File: src/rtl/exp_pkg.sv
// Shared constants for the exp datapath: ln2 scaling, Q4.11 widths
// and the int_recon FSM state encodings.
package exp_pkg;

    localparam int X_W     = 15;
    localparam int R_W     = 16;
    localparam int I_W     = 5;
    localparam int ACC_W   = 20;
    localparam int FRAC_SH = 5;
    localparam int CNT_W   = 3;

    localparam logic [ACC_W-1:0] LN2_Q16 = 20'd45426;
    localparam logic [I_W-1:0]   I_MAX   = 5'd20;

    localparam logic [1:0] ST_IDLE = 2'd0;
    localparam logic [1:0] ST_MUL  = 2'd1;
    localparam logic [1:0] ST_SUB  = 2'd2;
    localparam logic [1:0] ST_DONE = 2'd3;

endpackage

File: src/rtl/seq_const_mul.sv
// Bit-serial multiply of a 5-bit operand by LN2_Q16, MSB first.
// Ports: clk, rst, i_start/i_op load, o_done on last step, o_prod.
module seq_const_mul
    import exp_pkg::*;
(
    input  logic             clk,
    input  logic             rst,
    input  logic             i_start,
    input  logic [I_W-1:0]   i_op,
    output logic             o_done,
    output logic [ACC_W-1:0] o_prod
);

    logic [ACC_W-1:0] r_acc;
    logic [I_W-1:0]   r_op;
    logic [CNT_W-1:0] r_cnt;
    logic             r_busy;
    logic [ACC_W-1:0] w_add;

    // Operand shifts left so its MSB is always the bit being consumed.
    assign w_add  = r_op[I_W-1] ? LN2_Q16 : '0;
    assign o_done = r_busy && (r_cnt == '0);
    assign o_prod = r_acc;

    always_ff @(posedge clk) begin
        if (rst) begin
            r_acc  <= '0;
            r_op   <= '0;
            r_cnt  <= '0;
            r_busy <= 1'b0;
        end else if (i_start) begin
            r_acc  <= '0;
            r_op   <= i_op;
            r_cnt  <= CNT_W'(I_W - 1);
            r_busy <= 1'b1;
        end else if (r_busy) begin
            r_acc <= {r_acc[ACC_W-2:0], 1'b0} + w_add;
            r_op  <= {r_op[I_W-2:0], 1'b0};
            if (r_cnt == '0) begin
                r_busy <= 1'b0;
            end else begin
                r_cnt <= r_cnt - 1'b1;
            end
        end
    end

endmodule

File: src/rtl/int_recon.sv
// Reconstructs p = floor(i*ln2) in Q4.11 and residual r = x - p.
// Ports: clk, rst, in_* accept handshake, out_* result handshake.
module int_recon
    import exp_pkg::*;
(
    input  logic           clk,
    input  logic           rst,
    input  logic           in_valid,
    output logic           in_ready,
    input  logic [X_W-1:0] in_x,
    input  logic [I_W-1:0] in_i,
    output logic           out_valid,
    input  logic           out_ready,
    output logic [R_W-1:0] out_r,
    output logic [X_W-1:0] out_p,
    output logic [I_W-1:0] out_i,
    output logic           out_err
);

    logic [1:0]       r_state;
    logic [X_W-1:0]   r_x;
    logic [I_W-1:0]   r_i;
    logic             r_err;
    logic [R_W-1:0]   r_out_r;
    logic [X_W-1:0]   r_out_p;
    logic [I_W-1:0]   r_out_i;
    logic             r_out_err;

    logic             w_start;
    logic             w_done;
    logic [ACC_W-1:0] w_prod;
    logic [X_W-1:0]   w_p;
    logic [R_W-1:0]   w_r;
    logic             w_unused_frac;

    assign in_ready  = (r_state == ST_IDLE);
    assign out_valid = (r_state == ST_DONE);
    assign out_r     = r_out_r;
    assign out_p     = r_out_p;
    assign out_i     = r_out_i;
    assign out_err   = r_out_err;

    assign w_start = in_valid && in_ready;

    // Q.16 product -> Q.11 by dropping the low FRAC_SH bits (floor).
    assign w_p = w_prod[ACC_W-1:FRAC_SH];
    assign w_r = {1'b0, r_x} - {1'b0, w_p};
    assign w_unused_frac = ^w_prod[FRAC_SH-1:0];

    seq_const_mul u_mul (
        .clk     (clk),
        .rst     (rst),
        .i_start (w_start),
        .i_op    (in_i),
        .o_done  (w_done),
        .o_prod  (w_prod)
    );

    always_ff @(posedge clk) begin
        if (rst) begin
            r_state   <= ST_IDLE;
            r_x       <= '0;
            r_i       <= '0;
            r_err     <= 1'b0;
            r_out_r   <= '0;
            r_out_p   <= '0;
            r_out_i   <= '0;
            r_out_err <= 1'b0;
        end else begin
            unique case (r_state)
                ST_IDLE: begin
                    if (in_valid) begin
                        r_x     <= in_x;
                        r_i     <= in_i;
                        r_err   <= (in_i == '0) || (in_i > I_MAX);
                        r_state <= ST_MUL;
                    end
                end
                ST_MUL: begin
                    if (w_done) begin
                        r_state <= ST_SUB;
                    end
                end
                ST_SUB: begin
                    r_out_p   <= r_err ? '0 : w_p;
                    r_out_r   <= r_err ? '0 : w_r;
                    r_out_i   <= r_i;
                    r_out_err <= r_err;
                    r_state   <= ST_DONE;
                end
                ST_DONE: begin
                    if (out_ready) begin
                        r_state <= ST_IDLE;
                    end
                end
                default: r_state <= ST_IDLE;
            endcase
        end
    end

endmodule

File: config.mk
export PLATFORM = sky130hd
export DESIGN_NAME = int_recon
export DESIGN_NICKNAME = d
export VERILOG_FILES = /design/src/rtl/exp_pkg.sv /design/src/rtl/seq_const_mul.sv /design/src/rtl/int_recon.sv
export SDC_FILE = /design/constraint.sdc
export NUM_CORES = 1
export LEC_CHECK = 0
export CAP_MARGIN = 10
export CORE_ASPECT_RATIO = 0.5
export CORE_MARGIN = 1
export CORE_UTILIZATION = 49
export CTS_BUF_LIST = sky130_fd_sc_hd__clkbuf_8 sky130_fd_sc_hd__clkbuf_16
export DETAILED_ROUTE_END_ITERATION = 12
export PLACE_DENSITY_LB_ADDON = 0.2
export SLEW_MARGIN = 10
export SYNTH_ARGS = -nofsm -noshare
export SYNTH_HDL_FRONTEND = slang
export SYNTH_SLANG_ARGS = --single-unit
File: constraint.sdc
create_clock -name clk -period 2.24 [get_ports clk]
set_clock_uncertainty 0.2 [all_clocks]
set_input_delay 0.448 -clock clk [delete_from_list [all_inputs] [get_ports clk]]
set_output_delay 0.448 -clock clk [all_outputs]
set_load 0.02 [all_outputs]
### Word level (Yosys, flattened, before mapping)

Index checks and enable logic that the tools add are counted.

* reductions and logical operators: 12
* shift operators: 0
* order comparisons: 1
* divide/modulo/power cells: 0
* $mul: 0
* bitwise operators: 1
* muxes and demuxes: 15
* equality and inequality tests: 7
* $add $sub $neg: 3

Operators by type and width (count)
* 16-bit 2-to-1 mux: 2
* 20-bit adder: 1
* 15-bit by 15-bit subtractor with 16-bit output: 1
* 15-bit 2-to-1 mux: 1
* 5-bit 2-to-1 mux: 2
* 3-bit 2-to-1 mux: 3
* 2-bit case mux with 4 select lines: 1
* 2-bit 2-to-1 mux: 3
* 2-bit by 1-bit != test with 1-bit output (second input constant): 3
* 2-bit AND reduction: 3
* 5-bit > comparator (second input constant): 1
* 5-bit zero test: 1
* 2-bit equality test (second input constant): 2
* 3-bit zero test: 1
* 1-bit 2-to-1 mux: 3
* 3-bit AND reduction: 1
* 3-bit by 1-bit subtractor with 3-bit output (second input constant): 1
* 2-bit by 1-bit equality test with 1-bit output (second input constant): 1
* 1-bit logical AND: 2
* 2-bit zero test: 1
* 2-bit != test (second input constant): 1
* 2-bit nonzero test: 1
* 2-bit OR reduction: 1
* 1-bit logical OR: 1
* 1-bit NOT: 1

* RAM bits: 0
* flip-flop bits (word level): 89
* memories kept: 0
* latch bits: 0
* word-level logic and storage cells: 52
* ROM bits: 0

### Logic depth before layout (Yosys ltp)

* depth after elaboration: 4
* depth in mapped cells: 10
* mapped depth without buffers: 9

### By module

A second synthesis with hierarchy kept.

* cells, all modules: 528
* area, all modules: 4478.0 µm²

By module, submodules not included
* int_recon: seq. area each 1201.2 µm², cells each 352, area an instance 2910.3 µm², times used 1
* seq_const_mul: seq. area each 560.5 µm², cells each 176, area an instance 1567.8 µm², times used 1

### Worst setup path before layout

No wires, ideal clock.

* path type: flip-flop to flip-flop
* from: register u_mul.r_acc[6], in the netlist u_mul.o_prod[6]
* to: register r_out_r[7], in the netlist out_r[7]
* required time: 1.923 ns
* stages on the path, launching flop included: 10
* slack: -0.154 ns
* buffers on the path: 1
* data arrival time: 2.077 ns
* path through: dfxtp_1 buf_2 inv_1 ha_1 nor2b_1 o31a_1 o31ai_1 a21boi_1 or3_1 a32o_1

* cells in the longest elaborated chain, start to end: 2

Ends and longest elaborated chain
* start: declaration: line seq_const_mul.sv:14 `logic [ACC_W-1:0] r_acc;`
* start signal: assignment: line seq_const_mul.sv:37 `r_acc <= {r_acc[ACC_W-2:0], 1'b0} + w_add;`
* 15-bit by 15-bit subtractor with 16-bit output: line int_recon.sv:47 `assign w_r = {1'b0, r_x} - {1'b0, w_p};`
* 16-bit 2-to-1 mux: line int_recon.sv:86 `r_out_r <= r_err ? '0 : w_r;`
* end signal: assignment: line int_recon.sv:86
* end: declaration: line int_recon.sv:24 `logic [R_W-1:0] r_out_r;`

No other way between the ends.
A chain may end at the register's enable or synchronous reset.

### Worst setup path after layout

* from: register u_mul.r_op[4]
* to: register u_mul.r_acc[14], in the netlist u_mul.o_prod[14]

* cells in the longest elaborated chain, start to end: 2

Ends and longest elaborated chain
* start: declaration: line seq_const_mul.sv:15 `logic [I_W-1:0] r_op;`
* start signal: assignment: line seq_const_mul.sv:33 `r_op <= i_op;`
* start signal: assignment: line seq_const_mul.sv:38 `r_op <= {r_op[I_W-2:0], 1'b0};`
* 16-bit 2-to-1 mux: line seq_const_mul.sv:21 `assign w_add = r_op[I_W-1] ? LN2_Q16 : '0;`
* 20-bit adder: line seq_const_mul.sv:37

No other way between the ends.

==> results.md <==
- Final setup fails: 0
- Placed insts: 720
- H-tree depth: 3
- Area fraction of the dominant cell type after synthesis: 39.9%
- Num rows: 24
- Gr usage total: 24.4%
- CTS tree: yes
- Synth area leader: dfxtp_1
- Seq/Total Area, Yosys: 39.9%
- Cell area power density: 1020 nW/um2
- Switching share of power: 36.3%
- TNS Setup: 0 ns
- Placed cell area: 5370 um2
- Die width: 136 um
- Ys flop type: dfxtp_1
- Drt first-iter violations: 198
- Vias in the first global route: 3,673
- HPWL after DPL: 7650 um
- Post-layout min period: 2.19 ns
- First-pass GRT wire length: 17,800 um
- Internal power: 0.00383 W
- Max Root-Sink Buffers: 2
- Total of fill cells in the finished design: 703
- Largest net degree at the start of global routing: 55
- Starting Density: 50.5%
- Wire length per cell: 15.0 um
- Finished Layout Cells: 741
- Sequential share of power: 32.2%
- CTS Buf Count: 9
- Leakage power figure: 2.31 nW
- Area of the mapped netlist: 4420 um2
- Worst r2r path cells: 8
- Vias per std cell: 5.35
- Critical path fanouts, max: 3
- Ant diodes: 0
- Most frequent cells in the layout: dfxtp_1 (83), nand2_1 (74), nor2_1 (64)
- Actual transition at the worst max-transition pin: 0.628 ns
- Critical path type: reg2reg
- NumNets Final: 673
- Most common cell after layout, fill and taps aside: dfxtp_1
- Initial antenna violation count: 0
- Worst hold path type: in2reg
- Core Region: 8740 um2
- Syn avg cell area: 8.26 um2
- P&R area growth vs syn: 33.7%
- Vias: 3,968
- Hold Violations, Final: 0
- Port bufs: 62
- Max Cap Viol: 0
- Async S/R FF share, synth: 0%
- Ys Warns: 0
- Synth Register Bits: 88
- DIE AREA: 9420 um2
- Worst setup SP type: register
- Iteration count of the initial detailed-routing pass: 4
- Hold Path Cell Cnt: 2
- Largest cells by area after synthesis: dfxtp_1 (40%), ha_1 (7.9%), nand2_1 (6.4%)
- Pins Over Slew Limit: 0
- Hold-fix buffers, CTS: 0
- Final wirelength: 11,100 um
- Root buffer cell: clkbuf_16
- Worst-path clk slew: 0.07 ns
- Req. time, crit path: 2.25 ns
- Status: completed
- Fmax: 456 MHz
- Hold Slack: 0.195 ns
- DRC viols: 0
- Number of synthesized flops with an enable pin: 0
- Clock Power Share: 25.7%
- NetSw: 0.00218 W
- Headroom to the max-slew limit: 57.0%
- Unrepaired setup endpoints after global routing: true
- Clock tree sinks: 88
- Worst vdd ir: 0.000497 V
- Final Wtd Congestion: 0.851
- Post-route cell area: 5910 um2
- Die Span Y: 69.1 um
- Skew-Pair Late Insertion Delay: 0.34 ns
- Part of the power in combinational logic: 42.1%
- Post-route ant nets: 0
- Total gr overflow: 0
- I/O Pins: 63
- Share of post-route cells with drive strength above 1: 16.3%
- Worst Setup End Kind: register
- Worst Path Arrival: 2.20 ns
- Netlist cell types: 52
- Total power: 0.00601 W
- Post-Syn Instances: 535
- Period utilisation layout: 97.8%
- Synth Net Count: 589
[layout make-up]
class	instances	area [um2]	share of cell area, %
Timing Repair Buffer	105	975	16.5
Clock buffer	11	253	4.28
Tap cell	117	146	2.48
Sequential cell	88	1770	30.0
Clock inverter	5	56.3	0.953
Inverter	29	111	1.89
Multi-Input combinational cell	386	2590	43.9
[flip-flops by register name, indices dropped and copies added, names as in the netlist]
signal        flops
u_mul.o_prod     19
out_r            16
out_p            15
r_x              15
out_i             5
r_i               5
u_mul.r_op        5
u_mul.r_cnt       3
r_state           2
out_err           1
r_err             1
u_mul.r_busy      1
[cell usage after synthesis, types with 2 or more instances]
cell / count
a22oi_1: 17
a21o_1: 2
a211oi_1: 7
dfxtp_1: 88
xnor2_1: 10
nor2_1: 64
nand4_1: 5
nand2_1: 75
buf_1: 6
inv_1: 28
nand2b_1: 6
o31ai_1: 2
mux2i_1: 18
o21a_1: 2
o21ai_1: 9
ha_1: 28
o2111ai_1: 2
and3_1: 3
a32o_1: 3
buf_6: 2
a31oi_1: 4
a32oi_1: 2
or3_4: 2
xor2_1: 8
fa_1: 2
nor3_1: 5
a21oi_1: 54
o21ai_0: 18
nand3_1: 7
o31a_1: 2
clkbuf_1: 22
nand3b_1: 3
buf_2: 2
nor2b_1: 4
mux2_2: 6
[critical path: stages, from the launching register on]
cell and delay [ns]:
dfxtp_4 0.36, ha_4 0.16, fa_2 0.38, a21o_1 0.21, a31o_2 0.28, a31oi_2 0.17
xnor2_1 0.08, mux2i_1 0.15, nor2_1 0.06
[worst paths after layout]
check	from	slack (ns)	endpoint
max reg2reg	u_mul.r_op[4]	0.05	u_mul.o_prod[14]
min reg2reg	out_r[9]	0.25	out_r[9]
max	u_mul.r_op[4]	0.05	u_mul.o_prod[14]
min	rst	0.20	r_x[8]
[per-stage QoR]
step                utilization (%)  worst slack (ns)
floorplan                         -           -0.0811
global placement               61.5          -0.00813
detailed placement             61.5           -0.0796
CTS                            65.3           0.00129
global route                   67.6           -0.0672
finish                         67.6            0.0492
[logic make-up (layout without fill, tap and decap cells)]
kind of cell | count (synthesis) | after routing | synth area share (%)
compound gates | 134 | 134 | 18.7
xor+xnor | 18 | 18 | 3.57
fa+ha+maj | 30 | 30 | 8.84
buf+inv | 61 | 150 | 5.64
flops | 88 | 88 | 39.9
mux | 24 | 24 | 5.61
simple gates | 180 | 180 | 17.8
[per-layer routing]
metal,wire length [um],global-route usage [%],share of wire (%),vias to the layer above
met5,0,0,0,-
li1,-,-,-,2008
met1,5290,34.4,48,1879
met3,556,4.71,5.0,7
met2,5190,37.6,47,74
met4,87,7.41,0.78,0
[power by group through the flow]
stage	Combinational [W]	Sequential, W	Clock [W]
after global routing	0.00280	0.00196	0.00163
final	0.00253	0.00193	0.00154
after global placement	0.00231	0.00195	0
after detailed placement	0.00235	0.00196	0
after floorplan	0.00151	0.00201	0
after CTS	0.00236	0.00193	0.00157
[what timing repair did]
item | 4_1_cts | 5_1_grt
pin swaps | 4 | 11
gates resized for setup | 6 | 31
endpoints found under the hold margin | 0 | 0
endpoints found under the setup margin | 6 | 14
setup buffers | 1 | 4
(Power assumes the default switching activity.)
